### config.mk
export PLATFORM = sky130hd
export DESIGN_NAME = imm_ext_stage_flat
export DESIGN_NICKNAME = d
export VERILOG_FILES = /design/src/rtl/imm_ext_stage_if.sv /design/src/rtl/imm_ext_stage.sv /design/src/flat_wrapper.sv
export SDC_FILE = /design/constraint.sdc
export NUM_CORES = 1
export LEC_CHECK = 0
export ABC_CLOCK_PERIOD_IN_PS = 3550
export CAP_MARGIN = 20
export CORE_ASPECT_RATIO = 1.4
export CORE_MARGIN = 2
export CORE_UTILIZATION = 45
export DETAILED_ROUTE_END_ITERATION = 6
export PLACE_DENSITY = 0.68
export SETUP_SLACK_MARGIN = 0.2
export SLEW_MARGIN = 20
export SYNTH_ARGS = -nofsm -noshare
export SYNTH_HDL_FRONTEND = slang
export SYNTH_SLANG_ARGS = --single-unit
### constraint.sdc
create_clock -name clk -period 3.55 [get_ports clk]
set_input_delay 0.71 -clock clk [delete_from_list [all_inputs] [get_ports clk]]
set_output_delay 0.71 -clock clk [all_outputs]
set_load 0.03 [all_outputs]
### src/rtl/imm_ext_stage_if.sv
// rtl/imm_ext_stage_if.sv - upstream/downstream handshake bundle for the immediate-extension stage
interface imm_ext_stage_if #(
  parameter int IN_W  = 16,
  parameter int OUT_W = 32,
  parameter int TAG_W = 5
) ();
  logic             in_valid;
  logic             in_ready;
  logic [IN_W-1:0]  in_imm;
  logic [1:0]       in_mode;
  logic [TAG_W-1:0] in_tag;
  logic             out_valid;
  logic             out_ready;
  logic [OUT_W-1:0] out_imm;
  logic [TAG_W-1:0] out_tag;

  // Driven by the surrounding pipeline (decode side and execute side)
  modport master (
    output in_valid, in_imm, in_mode, in_tag, out_ready,
    input  in_ready, out_valid, out_imm, out_tag
  );

  // Driven by the extension stage itself
  modport slave (
    input  in_valid, in_imm, in_mode, in_tag, out_ready,
    output in_ready, out_valid, out_imm, out_tag
  );
endinterface

### src/rtl/imm_ext_stage.sv
// rtl/imm_ext_stage.sv - registered immediate extender with 2-entry skid buffer
module imm_ext_stage #(
  parameter int IN_W  = 16,
  parameter int OUT_W = 32,
  parameter int TAG_W = 5
) (
  input  logic              clk,
  input  logic              rst,
  input  logic              flush,
  imm_ext_stage_if.slave    bus
);
  localparam int EXT_W = OUT_W - IN_W;

  logic [OUT_W-1:0] sext_imm;
  logic [OUT_W-1:0] ext_imm;
  logic             accept;
  logic             drain;

  logic             or_valid_q, or_valid_d;
  logic [OUT_W-1:0] or_imm_q, or_imm_d;
  logic [TAG_W-1:0] or_tag_q, or_tag_d;
  logic             sr_valid_q, sr_valid_d;
  logic [OUT_W-1:0] sr_imm_q, sr_imm_d;
  logic [TAG_W-1:0] sr_tag_q, sr_tag_d;
  logic             in_ready_q, in_ready_d;

  // Extend the incoming immediate; branch offset is the sign-extended value times 4
  always_comb begin
    sext_imm = {{EXT_W{bus.in_imm[IN_W-1]}}, bus.in_imm};
    case (bus.in_mode)
      2'd0:    ext_imm = {{EXT_W{1'b0}}, bus.in_imm};
      2'd1:    ext_imm = sext_imm;
      2'd2:    ext_imm = {bus.in_imm, {EXT_W{1'b0}}};
      default: ext_imm = sext_imm << 2;
    endcase
  end

  // Next state of output and skid registers; skid always drains into output first to keep FIFO order
  always_comb begin
    accept     = bus.in_valid && in_ready_q;
    drain      = or_valid_q && bus.out_ready;
    or_valid_d = or_valid_q;
    or_imm_d   = or_imm_q;
    or_tag_d   = or_tag_q;
    sr_valid_d = sr_valid_q;
    sr_imm_d   = sr_imm_q;
    sr_tag_d   = sr_tag_q;

    if (!or_valid_q || drain) begin
      if (sr_valid_q) begin
        or_valid_d = 1'b1;
        or_imm_d   = sr_imm_q;
        or_tag_d   = sr_tag_q;
        sr_valid_d = 1'b0;
        if (accept) begin
          sr_valid_d = 1'b1;
          sr_imm_d   = ext_imm;
          sr_tag_d   = bus.in_tag;
        end
      end else if (accept) begin
        or_valid_d = 1'b1;
        or_imm_d   = ext_imm;
        or_tag_d   = bus.in_tag;
      end else begin
        or_valid_d = 1'b0;
      end
    end else if (accept) begin
      sr_valid_d = 1'b1;
      sr_imm_d   = ext_imm;
      sr_tag_d   = bus.in_tag;
    end

    if (flush) begin
      or_valid_d = 1'b0;
      sr_valid_d = 1'b0;
    end

    // Ready is registered so upstream never sees a combinational path from out_ready
    in_ready_d = !sr_valid_d;
  end

  // State registers; reset clears everything so outputs read zero and ready stays low during reset
  always_ff @(posedge clk) begin
    if (rst) begin
      or_valid_q <= 1'b0;
      or_imm_q   <= '0;
      or_tag_q   <= '0;
      sr_valid_q <= 1'b0;
      sr_imm_q   <= '0;
      sr_tag_q   <= '0;
      in_ready_q <= 1'b0;
    end else begin
      or_valid_q <= or_valid_d;
      or_imm_q   <= or_imm_d;
      or_tag_q   <= or_tag_d;
      sr_valid_q <= sr_valid_d;
      sr_imm_q   <= sr_imm_d;
      sr_tag_q   <= sr_tag_d;
      in_ready_q <= in_ready_d;
    end
  end

  assign bus.in_ready  = in_ready_q;
  assign bus.out_valid = or_valid_q;
  assign bus.out_imm   = or_imm_q;
  assign bus.out_tag   = or_tag_q;
endmodule

### src/flat_wrapper.sv
// flat-port wrapper written by rule: the top's interface ports become plain ports
module imm_ext_stage_flat 
#(
  parameter int IN_W  = 16,
  parameter int OUT_W = 32,
  parameter int TAG_W = 5
)
  (clk, rst, flush, bus_in_valid, bus_in_imm, bus_in_mode, bus_in_tag, bus_out_ready, bus_in_ready, bus_out_valid, bus_out_imm, bus_out_tag);
  imm_ext_stage_if #(.IN_W(IN_W), .OUT_W(OUT_W), .TAG_W(TAG_W)) bus_i ();
  input  logic clk;
  input  logic rst;
  input  logic flush;
  input wire logic [$bits(bus_i.in_valid)-1:0] bus_in_valid;
  input wire logic [$bits(bus_i.in_imm)-1:0] bus_in_imm;
  input wire logic [$bits(bus_i.in_mode)-1:0] bus_in_mode;
  input wire logic [$bits(bus_i.in_tag)-1:0] bus_in_tag;
  input wire logic [$bits(bus_i.out_ready)-1:0] bus_out_ready;
  output wire logic [$bits(bus_i.in_ready)-1:0] bus_in_ready;
  output wire logic [$bits(bus_i.out_valid)-1:0] bus_out_valid;
  output wire logic [$bits(bus_i.out_imm)-1:0] bus_out_imm;
  output wire logic [$bits(bus_i.out_tag)-1:0] bus_out_tag;
  assign bus_i.in_valid = bus_in_valid;
  assign bus_i.in_imm = bus_in_imm;
  assign bus_i.in_mode = bus_in_mode;
  assign bus_i.in_tag = bus_in_tag;
  assign bus_i.out_ready = bus_out_ready;
  assign bus_in_ready = bus_i.in_ready;
  assign bus_out_valid = bus_i.out_valid;
  assign bus_out_imm = bus_i.out_imm;
  assign bus_out_tag = bus_i.out_tag;
  imm_ext_stage #(.IN_W(IN_W), .OUT_W(OUT_W), .TAG_W(TAG_W)) u_core (.clk(clk), .rst(rst), .flush(flush), .bus(bus_i));
endmodule
==> results of run 1 <==
## cell type report
cell class | count | area [sq um]
clock buffers | 10 | 127.6
clock inverters | 6 | 111.4
inverters | 3 | 11.26
multi-input cells | 275 | 1607
flip-flops and latches | 77 | 1541
repair buffers | 74 | 728.2
fillers | 709 | 2974
well taps | 97 | 121.4
## worst min-delay path: cells and delay by family (launching register included)
family / cells / cell delay, ps
compound gates: 1 / 50
flops: 1 / 310
simple gates: 1 / 50
## Yosys cell counts (all sizes together)
cell | n | area, sq um
dfxtp | 77 | 1541
nor2 | 67 | 254.0
a21oi | 42 | 210.2
nand2 | 32 | 120.1
a221oi | 26 | 227.7
a211oi | 23 | 172.7
clkbuf | 23 | 86.33
nor3 | 17 | 85.08
nand2b | 15 | 93.84
a211o | 14 | 122.6
buf | 14 | 71.31
o32ai | 13 | 113.9
mux2i | 8 | 80.08
inv | 3 | 11.26
nand3 | 3 | 15.01
o21ai | 3 | 15.01
and2 | 2 | 12.52
and3 | 2 | 12.51
a21o | 1 | 7.510
a311oi | 1 | 8.760
and2b | 1 | 7.510
maj3 | 1 | 10.01
nand3b | 1 | 7.510
nor2b | 1 | 6.260
or2 | 1 | 6.260
or3 | 1 | 6.260
## kinds of logic after synthesis
| group | Yosys count |
|---|---|
| AO/OA/AOI/OAI | 123 |
| adder cells (fa/ha/maj) | 1 |
| buffers and inverters | 40 |
| flip-flops | 77 |
| multiplexers | 8 |
| AND/OR/NAND/NOR | 143 |
## registers in the layout (all words and copies together), names as in the netlist
name	cells
u_core.bus.out_imm	32
u_core.sr_imm_q	32
u_core.bus.out_tag	5
u_core.sr_tag_q	5
u_core.bus.in_ready	1
u_core.bus.out_valid	1
u_core.sr_valid_q	1
## metal layers
metal | share of wire [%] | vias up
met5 | 0 | -
met4 | 3.1 | 0
met3 | 6.2 | 17
met2 | 48 | 115
met1 | 43 | 1475
li1 | - | 1523
## worst paths after layout
path                                  startpoint                                   to  slack (ps)  depth (start not counted)
max                               bus_in_mode[0]  u_core.bus.out_imm[23]$_SDFFE_PP0P_        1220                          5
min reg2reg  u_core.bus.out_imm[18]$_SDFFE_PP0P_  u_core.bus.out_imm[18]$_SDFFE_PP0P_         450                          2
max reg2reg         u_core.sr_valid_q$_SDFF_PP0_     u_core.sr_imm_q[23]$_SDFFE_PP0P_        1410                          5
min          u_core.bus.out_imm[18]$_SDFFE_PP0P_  u_core.bus.out_imm[18]$_SDFFE_PP0P_         450                          2
## stage by stage
stage	total power (uW)	instance area, sq um
floorplan	1061	3306
global placement	1171	4009
detailed placement	1174	4009
CTS	1959	4248
global route	2024	4248
finish	1945	4248
## power by group through the flow
stage | registers, uW | clock network (uW) | logic (uW)
floorplan | 963 | 0 | 97.8
global placement | 922 | 0 | 249
detailed placement | 922 | 0 | 251
CTS | 902 | 804 | 252
global route | 906 | 848 | 271
finish | 902 | 791 | 252
==> metrics.csv, run 1 <==
stage;metric;value;unit
floorplanning;count of pins on the block boundary;67;
power;Leak Pwr;0.001473;uW
timing;setup TNS after final layout;0;ps
global_route;total global routing track utilization;23.21;%
detailed_routing;drt drc;0;
synthesis;syn nets;420;
synthesis;main combinational cell family by area after synthesis;compound AO/OA/AOI/OAI gates;
setup_path;path type of the worst setup path;in -> reg;
clock_network;Post CTS Setup Buffer Count;0;
clock_network;total number of H-tree levels;3;
detailed_routing;wire length reported by the detailed router;8.920;mm
detailed_routing;drt pass-1 iters;5;
timing;tightest slew margin relative to the limit;42.64;%
outcome;run status;finished, final reports clean;
synthesis;XOR/XNOR share of the synthesized area;0;%
final_layout;commonest non-fill, non-tap cells in the layout;sky130_fd_sc_hd__dfxtp_1 (77), sky130_fd_sc_hd__nor2_1 (66), sky130_fd_sc_hd__clkdlybuf4s50_1 (65), sky130_fd_sc_hd__a21oi_1 (41), sky130_fd_sc_hd__nand2_1 (32);
global_route;total grt overflow;0;
synthesis;number of distinct library cell variants in the gate-level netlist after synthesis;30;
clock_network;maximum count of clock buffers along a single path;2;
synthesis;post-synthesis area per instance;8.433;sq um
place;IO Port Bufs;66;
setup_path;CP startpoint kind;primary input;
synthesis;total of flip-flops plus latches after synthesis;77;
clock_network;CTS tree;done;
timing;setup ws final;1216;ps
power;P_sw;485.6;uW
power;combinational share of power;12.9;%
timing;fin. max-slew vios;0;
final_layout;area overhead of the layout relative to synthesis;28.50;%
timing;final critical-path share of the clock period;65.74;%
clock_network;post_cts resized;0;
global_route;first-pass GRT wire length;14.75;mm
detailed_routing;post-route ant nets;0;
final_layout;most common cell after layout, fill and taps aside;sky130_fd_sc_hd__dfxtp_1;
timing;Worst-Margin Slew;859.5;ps
power;internal power contribution;1459;uW
floorplanning;Chip Width;76.44;microns
global_route;met2 GRT Util;37.55;%
final_layout;# diodes;0;
hold_path;path type of the worst min-delay path;reg -> reg;
timing;setup repair after global routing missed its margin;false;
setup_path;cell repeated most along the worst path;sky130_fd_sc_hd__a21oi_1;
clock_network;Root Driver;sky130_fd_sc_hd__clkbuf_8;
synthesis;number of warnings printed during yosys synthesis;0;
synthesis;post-synthesis adder-cell area fraction;0.3028;%
setup_path;worst-path fanout max;14;
place;Final HPWL DP;5.637;mm
final_layout;Finished Core Util;58.82;%
setup_path;combined buffer and inverter count along the critical path;1;
final_layout;final non-filler cell total;542;
global_route;pin count of the biggest net entering global routing;78;
setup_path;Critical Path Max Stage Delay;700;ps
setup_path;crit path cell chain;clkdlybuf4s50_1 -> and2_0 -> a21oi_1 -> a211o_1 -> a21oi_1;
setup_path;arrival time of data at the critical path endpoint;2610;ps
setup_path;standard cell with the maximum stage delay on the critical path;sky130_fd_sc_hd__and2_0;
timing;smallest hold slack;453.8;ps
setup_path;Worst Path Required;3830;ps
place;final estimated routing congestion in global placement;0.8201;
synthesis;portion of netlist area occupied by mux cells;2.422;%
setup_path;element type at the critical path end;flip-flop;
global_route;via count of the first global-routing pass;2920;
detailed_routing;number of DRC violations after detailed-routing iteration 0;193;
synthesis;synthesized netlist cell count;392;
global_route;met1 layer usage reported by global route;29.22;%
detailed_routing;vias;3130;
power;clock power share;40.7;%
place;placed insts;526;
detailed_routing;routed length per placed instance;16.46;microns
power;share of power burned in registers;46.4;%
global_route;number of antenna violations at the first check in global routing;0;
place;worst slack after detailed placement;868.8;ps
setup_path;cell type group with the largest total delay on the critical path;simple AND/OR/NAND/NOR gates;
clock_network;clock buffers created by TritonCTS;9;
global_route;GRT met3 Usage;4.623;%
timing;Max Fclk;0.4285;GHz
power;Switching Share;24.96;%
floorplanning;cell row count;37;
final_layout;Post-layout nets;468;
final_layout;fraction of final layout cells sized beyond drive strength 1;6.067;%
timing;final count of hold timing violations;0;
global_route;GR peak layer;met2;
floorplanning;Core ar.;0.007222;sq mm
timing;post-route clock skew;5.813;ps
detailed_routing;average vias per placed instance;5.775;
clock_network;CTS clk-pin slew, worst paths;80;ps
floorplanning;starting density of the core;45.77;%
floorplanning;die area;0.008057;sq mm
clock_network;hold-fix buffer count after cts;0;
timing;final critical delay including setup and external delays;2334;ps
clock_network;Skew-Pair Late Insertion Delay;350;ps
floorplanning;Die Y-Extent;105.4;microns
synthesis;post-synthesis share of cell area spent on and, or, nand and nor gates;18.96;%
synthesis;Mapped Area;0.003306;sq mm
timing;count of final setup violators;0;
power;total power density per cell area;457.9;mW/mm^2
clock_network;clock tree sinks;77;
flow_run;Max-Cap Viols;0;
power;worst vdd ir;0.2255;mV
synthesis;Compound-Gate Fraction of Synth Area;26.57;%
synthesis;sequential fraction of the synthesis area;46.63;%
Power figures use the tool's default switching activity.
==> run 2, diff against run 1 <==
--- a/config.mk
+++ b/config.mk
@@ -5,13 +5,13 @@
 export SDC_FILE = /design/constraint.sdc
 export NUM_CORES = 1
 export LEC_CHECK = 0
-export ABC_CLOCK_PERIOD_IN_PS = 3550
+export ABC_CLOCK_PERIOD_IN_PS = 2100
 export CAP_MARGIN = 20
 export CORE_ASPECT_RATIO = 1.4
 export CORE_MARGIN = 2
 export CORE_UTILIZATION = 45
 export DETAILED_ROUTE_END_ITERATION = 6
-export PLACE_DENSITY = 0.68
+export PLACE_DENSITY = 0.71
 export SETUP_SLACK_MARGIN = 0.2
 export SLEW_MARGIN = 20
 export SYNTH_ARGS = -nofsm -noshare
==> constraint.sdc (replaced) <==
create_clock -name clk -period 2.1 [get_ports clk]
set_input_delay 0.42 -clock clk [delete_from_list [all_inputs] [get_ports clk]]
set_output_delay 0.42 -clock clk [all_outputs]
set_load 0.03 [all_outputs]
==> metrics.csv, run 2 (synthesized netlist as in run 1, its figures left out) <==
stage;metric;value;unit;change
setup_path;standard cell with the maximum stage delay on the critical path;sky130_fd_sc_hd__clkdlybuf4s50_1;;
power;Leak Pwr;0.001526;uW;+3.6%
floorplanning;Core ar.;0.007222;sq mm;unchanged
final_layout;Finished Core Util;60.10;%;+1.3 points
detailed_routing;drt pass-1 iters;4;;-1
timing;Max Fclk;0.5420;GHz;
setup_path;arrival time of data at the critical path endpoint;1430;ps;-1180 ps
setup_path;reg2reg setup slack;470;ps;-940 ps
floorplanning;starting density of the core;45.77;%;unchanged
setup_path;worst setup path startpoint;u_core.bus.out_imm[3]$_SDFFE_PP0P_;;
setup_path;endpoint of the worst-slack reg-to-reg timing path;u_core.sr_imm_q[6]$_SDFFE_PP0P_;;
hold_path;cell depth of the worst hold path;2;;unchanged
timing;final critical-path share of the clock period;87.86;%;
floorplanning;Chip Width;76.44;microns;unchanged
clock_network;CTS tree;done;;
final_layout;Sequential cell area;0.001541;sq mm;unchanged
global_route;first-pass GRT wire length;14.57;mm;-1.2%
clock_network;Root Driver;sky130_fd_sc_hd__clkbuf_8;;
clock_network;Skew-Pair Late Insertion Delay;360;ps;about the same
clock_network;Post CTS Setup Buffer Count;0;;unchanged
setup_path;element type at the critical path end;primary output;;
power;Total Power Consumption;3001;uW;+54%
hold_path;end of the worst hold path;u_core.bus.out_imm[18]$_SDFFE_PP0P_;;
floorplanning;Die Y-Extent;105.4;microns;unchanged
setup_path;Worst path depth;1;;-4
global_route;total global routing track utilization;22.44;%;-0.77 points
final_layout;number of fill cells;679;;-4.2%
hold_path;origin of the worst min-delay path;u_core.bus.out_imm[18]$_SDFFE_PP0P_;;
setup_path;combined buffer and inverter count along the critical path;1;;unchanged
setup_path;crit path cell chain;clkdlybuf4s50_1;;
detailed_routing;post-route ant nets;0;;unchanged
final_layout;footprint of the multi-input gates;0.001607;sq mm;unchanged
final_layout;commonest non-fill, non-tap cells in the layout;sky130_fd_sc_hd__dfxtp_1 (77), sky130_fd_sc_hd__nor2_1 (66), sky130_fd_sc_hd__clkdlybuf4s50_1 (65), sky130_fd_sc_hd__a21oi_1 (41), sky130_fd_sc_hd__nand2_1 (32);;
setup_path;CP startpoint kind;flip-flop;;
place;Final HPWL DP;5.866;mm;+4.1%
setup_path;path type of the worst setup path;reg -> out;;
timing;final count of hold timing violations;0;;unchanged
place;IO Port Bufs;66;;unchanged
detailed_routing;routed length per placed instance;15.79;microns;-4.1%
detailed_routing;number of DRC violations after detailed-routing iteration 0;231;;+20%
outcome;run status;finished, final reports clean;;
power;worst vdd ir;0.5584;mV;+150%
timing;post-route clock skew;6.337;ps;+0.5234 ps
setup_path;startpoint of the worst-slack reg-to-reg timing path;u_core.sr_valid_q$_SDFF_PP0_;;
hold_path;path type of the worst min-delay path;reg -> reg;;
timing;tightest slew margin relative to the limit;49.33;%;+6.7 points
final_layout;summed area of non-filler cells in the final layout;0.004340;sq mm;+2.2%
setup_path;worst-path fanout max;2;;-12
detailed_routing;vias;3169;;+1.2%
clock_network;total number of H-tree levels;3;;unchanged
global_route;number of antenna violations at the first check in global routing;0;;unchanged
clock_network;post_cts resized;0;;unchanged
global_route;via count of the first global-routing pass;2979;;+2.0%
timing;count of final setup violators;0;;unchanged
setup_path;worst-case reg-to-reg path depth;6;;+1
setup_path;Critical Path Max Stage Delay;690;ps;about the same
place;final estimated routing congestion in global placement;0.8256;;+0.67%
final_layout;fraction of final layout cells sized beyond drive strength 1;9.348;%;+3.3 points
flow_run;Max-Cap Viols;0;;unchanged
global_route;total grt overflow;0;;unchanged
place;total cell area at the placement stage;0.004159;sq mm;+3.7%
setup_path;Worst Path Required;1680;ps;-2150 ps
setup_path;cell type group with the largest total delay on the critical path;buffers and inverters;;
final_layout;# diodes;0;;unchanged
floorplanning;cell row count;37;;unchanged
timing;final critical delay including setup and external delays;1845;ps;
power;total power density per cell area;691.4;mW/mm^2;+51%
floorplanning;count of pins on the block boundary;67;;unchanged
timing;smallest hold slack;458.1;ps;+4.223 ps
final_layout;most common cell after layout, fill and taps aside;sky130_fd_sc_hd__dfxtp_1;;
clock_network;maximum count of clock buffers along a single path;2;;unchanged
timing;setup repair after global routing missed its margin;false;;
timing;setup TNS after final layout;0;ps;unchanged
timing;Worst-Margin Slew;760.1;ps;-99.47 ps
detailed_routing;wire length reported by the detailed router;8.794;mm;-1.4%
detailed_routing;average vias per placed instance;5.689;;-1.5%
clock_network;clock tree sinks;77;;unchanged
detailed_routing;drt drc;0;;unchanged
timing;fin. max-slew vios;0;;unchanged
floorplanning;die area;0.008057;sq mm;unchanged
final_layout;Post-layout nets;483;;+3.2%
clock_network;hold-fix buffer count after cts;0;;unchanged
clock_network;CTS clk-pin slew, worst paths;80;ps;about the same
final_layout;area overhead of the layout relative to synthesis;31.30;%;
global_route;pin count of the biggest net entering global routing;78;;unchanged
clock_network;clock buffers created by TritonCTS;9;;unchanged
[run 2: cell types whose count changed in the layout (fill, tap and decap cells not counted), sizes merged]
cell,delta
inv,+2
buf,+15
clkbuf,-1
bufinv,-3
clkinvlp,+2
[run 2: worst max-delay path by stage]
| stage | end | slack [ps] |
|---|---|---|
| after CTS | bus_out_imm[3] | 240 |
| after floorplan | u_core.bus.out_imm[10]$_SDFFE_PP0P_ | 500 |
| after global routing | bus_in_ready | 210 |
| after detailed placement | u_core.sr_imm_q[12]$_SDFFE_PP0P_ | 30 |
| after global placement | u_core.sr_imm_q[6]$_SDFFE_PP0P_ | 30 |
| final | bus_out_imm[3] | 250 |
[run 2: final cells by class]
class,instances,area share (%)
Timing Repair Buffer,89,20.24
Clock buffer,9,2.854
Tap cell,97,2.796
Multi-Input combinational cell,275,37.01
Sequential cell,77,35.51
Clock inverter,7,1.326
Inverter,3,0.2594
[run 2: per-stage QoR]
| step | setup WS (ps) | instances |
|---|---|---|
| after floorplan | 496.4 | 392 |
| after global placement | 34.68 | 541 |
| after detailed placement | 27.34 | 541 |
| after CTS | 241.3 | 557 |
| after global routing | 211.4 | 557 |
| final | 254.9 | 557 |
[run 2: power breakdown]
group / internal, uW / total (uW) / switching [uW]
registers: 1500 / 1520 / 23.3
clock network: 440 / 1030 / 592
logic: 193 / 445 / 251
total: 2130 / 3000 / 866
[run 2: metal layers]
| layer | share of wire, % | vias to the layer above | track usage [%] |
|---|---|---|---|
| li1 | - | 1545 | - |
| met2 | 50 | 111 | 37.67 |
| met3 | 5.5 | 16 | 5.051 |
| met1 | 42 | 1497 | 27.47 |
| met4 | 2.5 | 0 | 9.870 |
| met5 | 0 | - | 0 |
